`config.mk`:
```
export PLATFORM = sky130hd
export DESIGN_NAME = uart_debug_host
export DESIGN_NICKNAME = d
export VERILOG_FILES = /design/src/rtl/uart_debug_host.sv
export SDC_FILE = /design/constraint.sdc
export NUM_CORES = 1
export LEC_CHECK = 0
export ABC_CLOCK_PERIOD_IN_PS = 1820
export CAP_MARGIN = 10
export CORE_UTILIZATION = 47
export CTS_BUF_LIST = sky130_fd_sc_hd__clkbuf_8
export CTS_CLUSTER_DIAMETER = 50
export DETAILED_ROUTE_END_ITERATION = 10
export GPL_TIMING_DRIVEN = 1
export PLACE_DENSITY = 0.75
export SLEW_MARGIN = 30
export SYNTH_ARGS = -nofsm -noshare
export SYNTH_HDL_FRONTEND = slang
export SYNTH_SLANG_ARGS = --single-unit
```
`constraint.sdc`:
```
create_clock -name clk -period 1.82 [get_ports clk]
set_input_delay 0.182 -clock clk [delete_from_list [all_inputs] [get_ports clk]]
set_output_delay 0.182 -clock clk [all_outputs]
set_load 0.005 [all_outputs]
```
`src/rtl/uart_debug_host.sv`:
```
// Bridges AXI-lite single-beat reads/writes onto a UART byte-stream debug protocol.
// One transaction in flight: command bytes out, reply bytes in, AXI response back.
module uart_debug_host #(
   parameter int TIMEOUT = 1000000
) (
   input  logic        clk,
   input  logic        rst,
   input  logic        aw_valid,
   output logic        aw_ready,
   input  logic [17:0] aw_addr,
   input  logic        w_valid,
   output logic        w_ready,
   input  logic [15:0] w_data,
   output logic        b_valid,
   input  logic        b_ready,
   output logic [1:0]  b_resp,
   input  logic        ar_valid,
   output logic        ar_ready,
   input  logic [17:0] ar_addr,
   output logic        r_valid,
   input  logic        r_ready,
   output logic [15:0] r_data,
   output logic [1:0]  r_resp,
   output logic [7:0]  uart_tx,
   output logic        uart_tx_valid,
   input  logic        uart_tx_ready,
   input  logic [7:0]  uart_rx,
   input  logic        uart_rx_valid,
   output logic        uart_rx_ready
);

   localparam int CW = (TIMEOUT > 2) ? $clog2(TIMEOUT) : 1;
   localparam logic [CW-1:0] TMO_LAST = CW'(TIMEOUT - 1);

   localparam logic [1:0] IDLE = 2'd0;
   localparam logic [1:0] SEND = 2'd1;
   localparam logic [1:0] WAIT = 2'd2;
   localparam logic [1:0] RESP = 2'd3;

   localparam logic [7:0] CMD_WR = 8'h57;
   localparam logic [7:0] CMD_RD = 8'h52;
   localparam logic [7:0] ACK    = 8'h4B;

   // Byte idx of the outgoing command frame; bytes 4..5 only exist for writes.
   function automatic logic [7:0] cmd_byte(input logic wr, input logic [2:0] idx,
                                           input logic [17:0] addr, input logic [15:0] data);
      case (idx)
         3'd0:    cmd_byte = wr ? CMD_WR : CMD_RD;
         3'd1:    cmd_byte = {6'b000000, addr[17:16]};
         3'd2:    cmd_byte = addr[15:8];
         3'd3:    cmd_byte = addr[7:0];
         3'd4:    cmd_byte = data[15:8];
         3'd5:    cmd_byte = data[7:0];
         default: cmd_byte = 8'h00;
      endcase
   endfunction

   logic [1:0]    state_r, state_s;
   logic          is_wr_r, is_wr_s;
   logic [17:0]   addr_r, addr_s;
   logic [15:0]   data_r, data_s;
   logic [2:0]    idx_r, idx_s, last_idx_s;
   logic [CW-1:0] tmo_r, tmo_s;
   logic [7:0]    hi_r, hi_s;
   logic          got_hi_r, got_hi_s;
   logic          aw_ready_r, aw_ready_s;
   logic          w_ready_r, w_ready_s;
   logic          ar_ready_r, ar_ready_s;
   logic          b_valid_r, b_valid_s;
   logic          r_valid_r, r_valid_s;
   logic [1:0]    b_resp_r, b_resp_s;
   logic [1:0]    r_resp_r, r_resp_s;
   logic [15:0]   r_data_r, r_data_s;
   logic [7:0]    tx_r, tx_s;
   logic          tx_valid_r, tx_valid_s;
   logic          rx_ready_r, rx_ready_s;

   // Next-state and next-output computation; every output is registered from these.
   always_comb begin
      state_s    = state_r;
      is_wr_s    = is_wr_r;
      addr_s     = addr_r;
      data_s     = data_r;
      idx_s      = idx_r;
      tmo_s      = tmo_r;
      hi_s       = hi_r;
      got_hi_s   = got_hi_r;
      aw_ready_s = 1'b0;
      w_ready_s  = 1'b0;
      ar_ready_s = 1'b0;
      b_valid_s  = b_valid_r;
      r_valid_s  = r_valid_r;
      b_resp_s   = b_resp_r;
      r_resp_s   = r_resp_r;
      r_data_s   = r_data_r;
      tx_s       = tx_r;
      tx_valid_s = tx_valid_r;
      last_idx_s = is_wr_r ? 3'd5 : 3'd3;

      case (state_r)
         IDLE: begin
            if (aw_valid && w_valid) begin
               aw_ready_s = 1'b1;
               w_ready_s  = 1'b1;
               is_wr_s    = 1'b1;
               addr_s     = aw_addr;
               data_s     = w_data;
               idx_s      = 3'd0;
               tx_s       = CMD_WR;
               tx_valid_s = 1'b1;
               state_s    = SEND;
            end else if (ar_valid) begin
               ar_ready_s = 1'b1;
               is_wr_s    = 1'b0;
               addr_s     = ar_addr;
               idx_s      = 3'd0;
               tx_s       = CMD_RD;
               tx_valid_s = 1'b1;
               state_s    = SEND;
            end else begin
               idx_s      = 3'd0;
               state_s    = IDLE;
            end
         end
         SEND: begin
            // uart_tx_valid is high throughout SEND, so tx_ready alone marks consumption.
            if (uart_tx_ready) begin
               if (idx_r == last_idx_s) begin
                  tx_valid_s = 1'b0;
                  idx_s      = 3'd0;
                  tmo_s      = '0;
                  got_hi_s   = 1'b0;
                  state_s    = WAIT;
               end else begin
                  idx_s      = idx_r + 3'd1;
                  tx_s       = cmd_byte(is_wr_r, idx_r + 3'd1, addr_r, data_r);
               end
            end else begin
               tx_s = tx_r;
            end
         end
         WAIT: begin
            // Timeout wins over a byte arriving in the same cycle.
            if (tmo_r == TMO_LAST) begin
               if (is_wr_r) begin
                  b_valid_s = 1'b1;
                  b_resp_s  = 2'b10;
               end else begin
                  r_valid_s = 1'b1;
                  r_resp_s  = 2'b10;
                  r_data_s  = 16'h0000;
               end
               state_s = RESP;
            end else if (uart_rx_valid && rx_ready_r) begin
               tmo_s = '0;
               if (is_wr_r) begin
                  b_valid_s = 1'b1;
                  b_resp_s  = (uart_rx == ACK) ? 2'b00 : 2'b10;
                  state_s   = RESP;
               end else if (got_hi_r) begin
                  r_valid_s = 1'b1;
                  r_resp_s  = 2'b00;
                  r_data_s  = {hi_r, uart_rx};
                  state_s   = RESP;
               end else begin
                  hi_s      = uart_rx;
                  got_hi_s  = 1'b1;
               end
            end else begin
               tmo_s = tmo_r + {{(CW-1){1'b0}}, 1'b1};
            end
         end
         RESP: begin
            if (is_wr_r ? b_ready : r_ready) begin
               b_valid_s = 1'b0;
               r_valid_s = 1'b0;
               state_s   = IDLE;
            end else begin
               state_s   = RESP;
            end
         end
         default: begin
            tx_valid_s = 1'b0;
            state_s    = IDLE;
         end
      endcase

      rx_ready_s = (state_s == IDLE) || (state_s == WAIT);
   end

   // State and output registers with synchronous reset.
   always_ff @(posedge clk) begin
      if (rst) begin
         state_r    <= IDLE;
         is_wr_r    <= 1'b0;
         addr_r     <= 18'h00000;
         data_r     <= 16'h0000;
         idx_r      <= 3'd0;
         tmo_r      <= '0;
         hi_r       <= 8'h00;
         got_hi_r   <= 1'b0;
         aw_ready_r <= 1'b0;
         w_ready_r  <= 1'b0;
         ar_ready_r <= 1'b0;
         b_valid_r  <= 1'b0;
         r_valid_r  <= 1'b0;
         b_resp_r   <= 2'b00;
         r_resp_r   <= 2'b00;
         r_data_r   <= 16'h0000;
         tx_r       <= 8'h00;
         tx_valid_r <= 1'b0;
         rx_ready_r <= 1'b1;
      end else begin
         state_r    <= state_s;
         is_wr_r    <= is_wr_s;
         addr_r     <= addr_s;
         data_r     <= data_s;
         idx_r      <= idx_s;
         tmo_r      <= tmo_s;
         hi_r       <= hi_s;
         got_hi_r   <= got_hi_s;
         aw_ready_r <= aw_ready_s;
         w_ready_r  <= w_ready_s;
         ar_ready_r <= ar_ready_s;
         b_valid_r  <= b_valid_s;
         r_valid_r  <= r_valid_s;
         b_resp_r   <= b_resp_s;
         r_resp_r   <= r_resp_s;
         r_data_r   <= r_data_s;
         tx_r       <= tx_s;
         tx_valid_r <= tx_valid_s;
         rx_ready_r <= rx_ready_s;
      end
   end

   assign aw_ready      = aw_ready_r;
   assign w_ready       = w_ready_r;
   assign ar_ready      = ar_ready_r;
   assign b_valid       = b_valid_r;
   assign r_valid       = r_valid_r;
   assign b_resp        = b_resp_r;
   assign r_resp        = r_resp_r;
   assign r_data        = r_data_r;
   assign uart_tx       = tx_r;
   assign uart_tx_valid = tx_valid_r;
   assign uart_rx_ready = rx_ready_r;

endmodule
```
Word level (Yosys, flattened, before mapping)
Cells that the tools add are included.

Register bits after elaboration: 103. Bits of input ports: 69. Output and inout port bits: 35. Logic and storage cells: 145.

Add/subtract/negate cells: 2. Equal/unequal tests: 28. Muxes and demuxes: 67. Bitwise gates (word level): 4. Reductions and logical operators: 26.

Operators with widths (count): 16-bit two-way mux (5); 20-bit two-way mux (4); 8-bit one-hot mux with 6 select lines (1); 20-bit one-hot mux with 2 select lines (1); 18-bit two-way mux (2); 2-bit two-way mux (17); 8-bit two-way mux (4); 1-bit two-way mux (22); 2-bit inequality test (second input constant) (11); 20-bit by 1-bit adder with 20-bit output (second input constant) (1); 20-bit equality test (second input constant) (1); 8-bit one-hot mux with 2 select lines (1); 4-bit AND reduction (4); 3-bit inequality test (second input constant) (5); 3-bit two-way mux (4); 6-bit AND reduction (2); 2-bit nonzero test (6); 5-bit AND reduction (2); 8-bit by 7-bit equality test with 1-bit output (second input constant) (1); 1-bit one-hot mux with 2 select lines (4); 2-bit one-hot mux with 4 select lines (1); 2-bit equality test (second input constant) (3); 3-bit by 2-bit equality test with 1-bit output (second input constant) (2); 3-bit equality test (second input constant) (2); other kinds (14) (21).

Longest topological paths before layout
Gate-level depths: netlist of run 1.

Word-level depth: 7. Gate-level depth with buffers: 8. Depth with buffers taken out: 7.

Least setup slack after synthesis of run 1
OpenSTA, ideal clock, no wires.

Kind: register to register. From: reg idx_r[0]. To: reg tx_r[6], in the netlist uart_tx[6]. Library setup time: 0.132 ns. Data arrival time: 1.836 ns. Required time: 1.688 ns. Setup slack: -0.148 ns. Stages on the path, launching flop included: 7. Buffers on the path: 1. Period minus slack after synthesis: 1.968 ns. Path through: dfxtp_1 > ha_1 > xor2_1 > clkbuf_1 > a21oi_1 > a311oi_1 > nor3_1.

Cells in the longest elaborated chain, start to end: 6. Elaborated cells between the ends (all ways): 14. Classes of those cells: add/sub: 1; eq/ne: 7; mux: 4; reduce/logical: 2.

Ends and longest elaborated chain: start: declaration (line 62) `logic [2:0] idx_r, idx_s, last_idx_s;`; start signal: assignment (line 218) `idx_r <= idx_s;`; 3-bit by 1-bit adder with 3-bit output (line 136) `tx_s = cmd_byte(is_wr_r, idx_r + 3'd1, addr_r, data_r);`; 3-bit equality test, or another cell as far along (line 47) `case (idx)`; 8-bit one-hot mux with 6 select lines (line 47); 8-bit two-way mux (line 128) `if (idx_r == last_idx_s) begin`; 8-bit two-way mux (line 127) `if (uart_tx_ready) begin`; 8-bit one-hot mux with 2 select lines (line 100) `case (state_r)`; end signal: assignment (line 230) `tx_r <= tx_s;`; end: declaration (line 74) `logic [7:0] tx_r, tx_s;`.

Parallel ways exist; a longest one is shown, timed or not. The select of a mux whose other input is x is not followed. A chain may end at the register's enable or synchronous reset.

Worst setup path in the final report of run 1
From: reg tmo_r[12]. To: reg tmo_r[10].

Cells in the longest elaborated chain, start to end: 3.

Ends and longest elaborated chain: start: declaration (line 63) `logic [CW-1:0] tmo_r, tmo_s;`; start signal: assignment (line 219) `tmo_r <= tmo_s;`; 20-bit equality test (line 144) `if (tmo_r == TMO_LAST) begin`; 2-bit inequality test (no source line); 4-bit AND reduction (no source line).

Every way passes these cells.

==> run metrics, run 1 <==
Hold Startpoint rst; Synth Warn # 0; final hold viol count 0; CTS sink cnt a little over 100; ranking of synthesized cells by area dfxtp_1 (44%), nand2_1 (6.2%), a21oi_1 (4.7%); fillers 742; Power per Cell Area 637 nW/um2; maximum clock rate 507 MHz; Final Setup Violations 48; outcome complete, but fails checks; switch share 0.267; row cnt 35; Synth Register Bits 101; Int Pwr 3.10 mW; Final Non-Filler Cells 806; CP max-delay cell or4b_1; Post-synth EDFFs 0; violated checks setup timing; Synth top area share 0.438; I/O pin count approximately 100; Seq/Total Area, Yosys 0.438; global routing usage on met3 0.0451; Rel. slew slack 0.621; htree depth 3; Routed WL around 13 mm; input/output buffers 101; worst skew pair latency 380 ps; Clock Skew about 7.6 ps; crit-path cells nor4_1 > buf_4 > a21oi_2 > o311ai_4 > or4b_1 > a21oi_1; layout cells sized above 1 0.194; CTS tree yes; Distinct cells, synth just under 70; Worst Hold End r_resp[1]; Peak VDD IR around 350 uV; Starting Density 0.493; Root Buffer clkbuf_8; CTS Hold Bufs 0; critical path fanouts, max 6; Power Total 4.23 mW; Pre-antenna DRT Iters 5; sequential share of power 0.550; Final HPWL DP 9.12 mm; final core occ 0.708; Syn Inst Count roughly 530; initial drt markers between 200 and 250; Final TNS setup -5210 ps; DP Area 6170 um2; RSZ-0062 raised after global routing true; clock period minus final worst setup slack 1970 ps; GR Util met1 0.311; switching power roughly 1.1 mW; slowest stage delay, CP 510 ps; Worst R2R Start tmo_r[12]; GRT Resource Usage Total 0.256; die width around 100 um; FF-to-FF setup slack -150 ps; worst slack, placed -209 ps; slew of the pin with the lowest slew margin 568 ps; number of global-route vias before repair 4,457; clock slew at reported path FFs 100 ps; global route overflow 0; global-route wire length before repair 20.5 mm; ratio of final minimum period to clock period 1.08; max_cap viols 0; Logic pwr share 0.130; worst hold slack 206 ps; data arrival time of the critical path around 2300 ps; Inst Count DP 785; R2R depth 6; r2r endpoint tmo_r[10]; DIE HEIGHT approximately 100 um; met2 Use GR 0.454; die area between 10,000 and 15,000 um2; CP endpoint kind flip-flop; Pleak 2.40 nW; Mapped Area ~4600 um2; Longest Clk Path Bufs 2; fin area 6640 um2; nature of the critical path startpoint flip-flop; Remaining DRCs 0; grt peak-use layer met2; Layout Nets roughly 750; fin. max-slew vios 0; Crit path required time 2130 ps; hold crit path type input port to flip-flop; initial antenna violation count 0; # diodes 0; Area Growth Syn to Fin 43.8%; Clock Power Share 0.320; Synth Flop Type dfxtp_1; DR WL/cell approximately 16 um; largest net degree at the start of global routing 54; CTS buffer count 9; WS Path Type flip-flop to flip-flop; DR vias/cell 5.59; worst setup margin -153 ps; final RePlAce weighted congestion ~0.87; WHS Path Cells 2; via count 4,509; average size of a mapped cell 8.68 um2; leading area contributor after synthesis dfxtp_1; asr flop ratio synth 0; Post-DRT Antenna Nets 0; core area 9370 um2
[cells in the final DEF, fill, tap and decap left out, types with 4 or more instances in the layout]
cell / count
a21oi_1: 39
a21oi_2: 6
a221oi_1: 4
a22o_1: 18
a22oi_1: 9
a311oi_1: 22
a31oi_1: 4
and2_1: 4
buf_12: 6
buf_4: 52
buf_6: 6
clkbuf_8: 9
clkdlybuf4s50_1: 100
clkinv_4: 4
dfxtp_1: 95
dfxtp_2: 4
ha_1: 4
inv_1: 6
mux2i_1: 11
nand2_1: 75
nand3_1: 26
nand4_1: 4
nor2_1: 52
nor2b_1: 7
nor3_1: 6
nor3_2: 4
o21ai_0: 14
or3_1: 7
xnor2_1: 7
[worst max-delay path, delay by kind of cell, from the launching register on]
kind,cells,cell delay [ps]
buffers and inverters,1,150
and+or+nand+nor,2,580
AOI/OAI and AO/OA,3,770
DFF,1,410
[worst max path at each step]
stage          slack, ps       from  cells past startpoint          to
4_1_cts             -140   tmo_r[1]                      7    tmo_r[4]
3_5_place_dp        -210  tmo_r[17]                      7   tmo_r[15]
2_1_floorplan         -7   idx_r[0]                      6  uart_tx[6]
6_report            -150  tmo_r[12]                      6   tmo_r[10]
3_3_place_gp        -170   tmo_r[5]                      7   tmo_r[15]
5_1_grt             -280  tmo_r[12]                      6   tmo_r[10]
[layer usage]
layer,wire [um],vias to the layer above
met5,0,-
met4,332,0
met3,500,26
met2,6520,129
met1,5420,2135
li1,-,2219
[synth_stat cells, types with 2 or more instances]
cell type	number
a211oi_1	2
a21o_1	2
a21oi_1	43
a21oi_2	2
a221oi_1	5
a22o_1	18
a22oi_1	10
a311oi_1	22
a31oi_1	4
and2_1	4
and3b_1	2
and4b_1	2
buf_1	2
buf_2	7
buf_4	4
clkbuf_1	24
dfxtp_1	101
ha_1	6
inv_1	6
mux2i_1	12
nand2_1	76
nand2b_1	3
nand3_1	26
nand4_1	4
nor2_1	54
nor2b_1	7
nor3_1	9
nor3_2	2
o21ai_0	16
o22ai_1	2
o31ai_1	2
o41ai_1	2
or3_1	7
xnor2_1	8
xor2_1	2
[kinds of logic after synthesis]
family | Yosys count | share of synthesized area
multiplexers | 12 | 0.0260
buffers and inverters | 43 | 0.0401
XOR/XNOR | 10 | 0.0190
AND/OR/NAND/NOR | 210 | 0.219
other | 1 | 0.000812
adder cells (fa/ha/maj) | 6 | 0.0163
AO/OA/AOI/OAI | 149 | 0.241
flip-flops | 101 | 0.438
[power groups by stage]
stage	Clock (mW)	Sequential (mW)	Combinational, mW
after CTS	1.37	2.33	0.530
after detailed placement	0	2.38	0.519
after floorplan	0	2.36	0.239
final	1.35	2.33	0.548
after global routing	1.46	2.34	0.593
after global placement	0	2.38	0.510
[registers in the layout (all words and copies together), names as in the netlist, 2 cells and up]
name and count:
state_r 2, r_data 16, addr_r 18, idx_r 3, tmo_r 20, hi_r 8, data_r 16, uart_tx 8
[timing repair]
item,in CTS,in global routing
resized for setup,18,25
pin swaps,8,6
cloned,0,2
endpoints found under the setup margin,50,59
hold endpoints to repair,0,0
buffers inserted,3,1
[area by class of cell]
type	instances	area [um2]	area share
Tap cell	129	161	0.0243
Clock buffer	9	124	0.0187
Inverter	6	22.5	0.00339
Multi-Input combinational cell	389	2630	0.396
Clock inverter	6	57.6	0.00867
Timing Repair Buffer	166	1610	0.242
Sequential cell	101	2030	0.307
No activity file was read; power rests on OpenSTA's default activity.
==> run 2: changes to the inputs <==
Settings changed: CORE_MARGIN set to 2.
==> run 2 against run 1 <==
  * The run still ends with setup timing left
  * First-iteration DRC count is 3.3% higher
  * Final area is 4.6% higher
  * Combinational power is 3% higher
  * Die area is 4.0% higher
  * Fmax is 1.2% lower
  * Final cell count is 2.2% higher
  * Register-to-register slack worse by 20 ps
  * Worst setup slack worse by 24 ps
  * Hold slack worse by 51 ps
  * Count of clock-buffer cells in the layout stayed put
  * Critical path type unchanged
==> run metrics, run 2 (synthesized netlist as in run 1, its figures left out) <==
global route overflow 0; biggest regs tmo_r (20), addr_r (18); Final Non-Filler Cells 824; nature of the critical path startpoint flip-flop; global-route wire length before repair 20.8 mm; switching power ~1.2 mW; GRT Resource Usage Total 0.247; worst hold slack around 160 ps; Pleak roughly 2.5 nW; Int Pwr about 3.4 mW; initial antenna violation count 0; DIE HEIGHT slightly above 100 um; largest net degree at the start of global routing 42; fillers 711; Top reg by flops tmo_r; DR WL/cell 16.8 um; hold crit path type input port to flip-flop; # diodes 0; Pre-antenna DRT Iters 5; htree depth 3; Final Setup Violations 48; Rel. slew slack 0.610; row cnt 36; area of the multi-input gates between 2000 and 3000 um2; sequential share of power 0.511; number of global-route vias before repair 4,480; CTS sink cnt between 100 and 150; Root Buffer clkbuf_8; Area Growth Syn to Fin 50.4%; final hold viol count 0; Power per Cell Area 657 nW/um2; DR vias/cell ~5.7; final core occ 0.720; critical path fanouts, max 13; Routed WL roughly 14 mm; DP Area slightly above 6000 um2; initial drt markers roughly 220; CP endpoint kind flip-flop; fin. max-slew vios 0; fin area 6940 um2; Inst Count DP 796; layout cells sized above 1 0.240; switch share 0.256; CTS tree yes; clock slew at reported path FFs approximately 110 ps; die area ~11,000 um2; data arrival time of the critical path 2260 ps; ratio of final minimum period to clock period 1.10; Clock Power Share 0.365; WS Path Type flip-flop to flip-flop; violated checks setup timing; CTS Hold Bufs 0; slew of the pin with the lowest slew margin 582 ps; maximum clock rate roughly 500 MHz; RSZ-0062 raised after global routing true; Longest Clk Path Bufs 2; Remaining DRCs 0; final RePlAce weighted congestion between 0.8 and 0.9; max reg flops 20; worst skew pair latency approximately 370 ps; Post-DRT Antenna Nets 0; I/O pin count 104; via count around 4,700; max_cap viols 0; worst setup margin -177 ps; Crit path required time 2090 ps; Starting Density 0.479; die width 103 um; core area ~9600 um2; input/output buffers 101; Layout Nets 761; Final TNS setup -5100 ps; outcome complete, but fails checks; Final HPWL DP 9.40 mm; Peak VDD IR ~450 uV; CTS buffer count 9; commonest non-fill, non-tap cell in the layout clkdlybuf4s50_1; Logic pwr share 0.124; clock period minus final worst setup slack 2000 ps; Clock Skew 17.1 ps; most frequent cells in the layout clkdlybuf4s50_1 (100), dfxtp_1 (94), nand2_1 (75), buf_4 (63), nor2_1 (45); Reg area 2040 um2
-- run 2: path summary, 6_finish.rpt --
| kind | startpoint | to | cells after the start | slack (ps) |
|---|---|---|---|---|
| worst max-delay path | tmo_r[15] | r_data[6] | 7 | -180 |
| worst min-delay path | rst | hi_r[1] | 2 | 160 |
| worst max register to register | tmo_r[15] | r_data[6] | 7 | -180 |
| worst min register to register | data_r[12] | data_r[12] | 2 | 470 |
-- run 2: through the flow --
stage,worst slack [ps],total power [mW]
final,-177,4.56
after global placement,-124,2.88
after CTS,-110,4.55
after global routing,-233,4.72
after floorplan,-7.31,2.60
after detailed placement,-234,2.89
-- run 2: power groups by stage --
stage                     clock [mW]  sequential (mW)  combinational (mW)
after floorplan                    0             2.36               0.239
after global placement             0             2.38               0.505
after detailed placement           0             2.38               0.515
after CTS                       1.68             2.33               0.541
after global routing            1.77             2.34               0.610
final                           1.67             2.33               0.565
-- run 2: worst max-delay path, cell delays in order, from the launching register on --
cell and delay, ps:
dfxtp_2 340, nand4b_1 210, buf_4 180, or4_4 490
nor2_4 210, a221oi_4 120, buf_12 170, a22o_1 180
-- run 2: cell type report --
type                    count  area share
clock inverters             7      0.0162
inverters                   6     0.00324
well taps                 133      0.0240
repair buffers            179       0.246
flip-flops and latches    101       0.293
multi-input cells         389       0.400
clock buffers               9      0.0178
-- run 2: what timing repair did --
| item | CTS | global route |
|---|---|---|
| pin swaps | 29 | 21 |
| endpoints found under the hold margin | 0 | 0 |
| resized for setup | 35 | 47 |
| setup buffers | 6 | 7 |
| gates cloned | 3 | 1 |
| endpoints found under the setup margin | 50 | 59 |
-- run 2: metal layers --
| layer | global-route usage | up-vias | share of wire |
|---|---|---|---|
| met4 | 0.0789 | 0 | 0.026 |
| met5 | 0 | - | 0 |
| li1 | - | 2244 | - |
| met3 | 0.0475 | 31 | 0.065 |
| met1 | 0.308 | 2221 | 0.41 |
| met2 | 0.430 | 195 | 0.50 |
==> run 3: changes to the inputs <==
Settings changed: PLACE_DENSITY 0.75 to 0.84.
==> run 3 against run 2 <==
  * Register-to-register slack better by 30 ps
  * Wire length is 1.5% higher
  * Critical path depth stayed put
  * Sequential share of layout area is 1.2 points higher
  * Largest power group unchanged
  * First-iteration DRC count is 49% higher
  * Die area stayed put
  * The flow still finishes with violations (setup timing)
  * Non-clock buffer count is 10 lower
==> run metrics, run 3 (synthesized netlist as in run 1, its figures left out) <==
DP Area 6170 um2; maximum clock rate 508 MHz; layout cells sized above 1 0.202; Root Buffer clkbuf_8; core area 9640 um2; initial antenna violation count 0; CTS tree yes; Final HPWL DP 9.33 mm; DR WL met3 996 um; slowest stage delay, CP about 480 ps; cell family with most CP delay simple AND/OR/NAND/NOR gates; Post-DRT Antenna Nets 0; Setup crit start tmo_r[15]; input/output buffers 101; top layer in use met4; Final TNS setup -3620 ps; outcome complete, but fails checks; most frequent cells in the layout clkdlybuf4s50_1 (100), dfxtp_1 (94), nand2_1 (75), buf_4 (58), nor2_1 (54); Pleak between 2 and 2.5 nW; Worst R2R Start tmo_r[15]; ratio of final minimum period to clock period 1.08; Rel. slew slack 0.518; global-route wire length before repair 21.1 mm; Longest Clk Path Bufs 2; Clock Skew roughly 18 ps; hold crit path type input port to flip-flop; WS Path Type flip-flop to flip-flop; biggest regs tmo_r (20), addr_r (18); worst slack, placed -197 ps; clock slew at reported path FFs 100 ps; die area around 11,000 um2; Final Setup Violations 45; row cnt 36; fin area 6650 um2; Power per Cell Area 656 nW/um2; worst hold slack about 240 ps; Layout Nets 751; RSZ-0062 raised after global routing true; max reg flops 20; CTS sink cnt 101; htree depth 3; crit-path cells nand4b_1 > buf_4 > or4_4 > nor2_4 > a221oi_4 > buf_6 > a22o_1; CTS buffer count 9; fin. max-slew vios 0; Top reg by flops tmo_r; GRT Resource Usage Total 0.253; WL met2 7.11 mm; max_cap viols 0; CP max-delay cell or4_4; Peak VDD IR 421 uV; commonest non-fill, non-tap cell in the layout clkdlybuf4s50_1; nature of the critical path startpoint flip-flop; clock period minus final worst setup slack 1970 ps; via count 4,715; Starting Density 0.479; Hold Startpoint rst; DR WL/cell 17.4 um; I/O pin count approximately 100; Metal-1 WL about 5.6 mm; number of global-route vias before repair 4,532; largest net degree at the start of global routing 51; CP endpoint kind flip-flop; data arrival time of the critical path approximately 2200 ps; violated checks setup timing; Crit path required time 2090 ps; initial drt markers 321; fillers 725; worst setup margin -147 ps; Area Growth Syn to Fin 44.2%; slew of the pin with the lowest slew margin 720 ps; worst skew pair latency 380 ps; DIE HEIGHT 103 um; global route overflow 0; critical path fanouts, max 5; Routed WL 14.1 mm; # diodes 0; DR vias/cell 5.81; die width 103 um; Pre-antenna DRT Iters 5; CP bufs+invs 2; final hold viol count 0; Remaining DRCs 0; final RePlAce weighted congestion 0.860
-- run 3: changes by cell type in the layout (fill, tap and decap cells not counted), moves of 5 or more --
| cell | before | now |
|---|---|---|
| buf_4 | 63 | 58 |
| a21oi_1 | 35 | 42 |
| nor2_1 | 45 | 54 |
| nor2_2 | 7 | 0 |
| a21oi_2 | 8 | 2 |
-- run 3: worst paths after layout --
check	end	slack [ps]	cells past startpoint
max	r_data[7]	-150	7
min	hi_r[3]	240	2
max reg2reg	r_data[7]	-150	7
min reg2reg	r_valid	460	2
-- run 3: stage by stage --
step	cells	utilization	power (mW)
final	812	0.690	4.37
after global routing	812	0.690	4.49
after CTS	810	0.677	4.35
after detailed placement	790	0.641	2.90
after global placement	790	0.641	2.88
after floorplan	533	-	2.60
-- run 3: cell type report --
class | instances | area, um2 | area share
clock buffers | 9 | 124 | 0.0186
clock inverters | 5 | 67.6 | 0.0102
inverters | 6 | 22.5 | 0.00338
multi-input cells | 389 | 2670 | 0.401
flip-flops and latches | 101 | 2030 | 0.305
well taps | 133 | 166 | 0.0250
repair buffers | 169 | 1570 | 0.236
-- run 3: routing by layer --
metal  up-vias  track usage
met4         0       0.0921
met1      2226        0.305
met3        41       0.0542
met2       221        0.444
li1       2227            -
met5         -            0
-- run 3: repair_timing --
action	CTS	global route
setup buffers	5	3
pin swaps	11	11
resized for setup	25	26
setup endpoints to repair	52	57
hold endpoints to repair	0	0
hold buffers	0	0
gates cloned	1	0
-- run 3: where the power goes --
part,internal (mW),switching [mW]
sequential,2.28,0.0529
clock,0.647,0.837
combinational,0.297,0.254
total,3.22,1.14
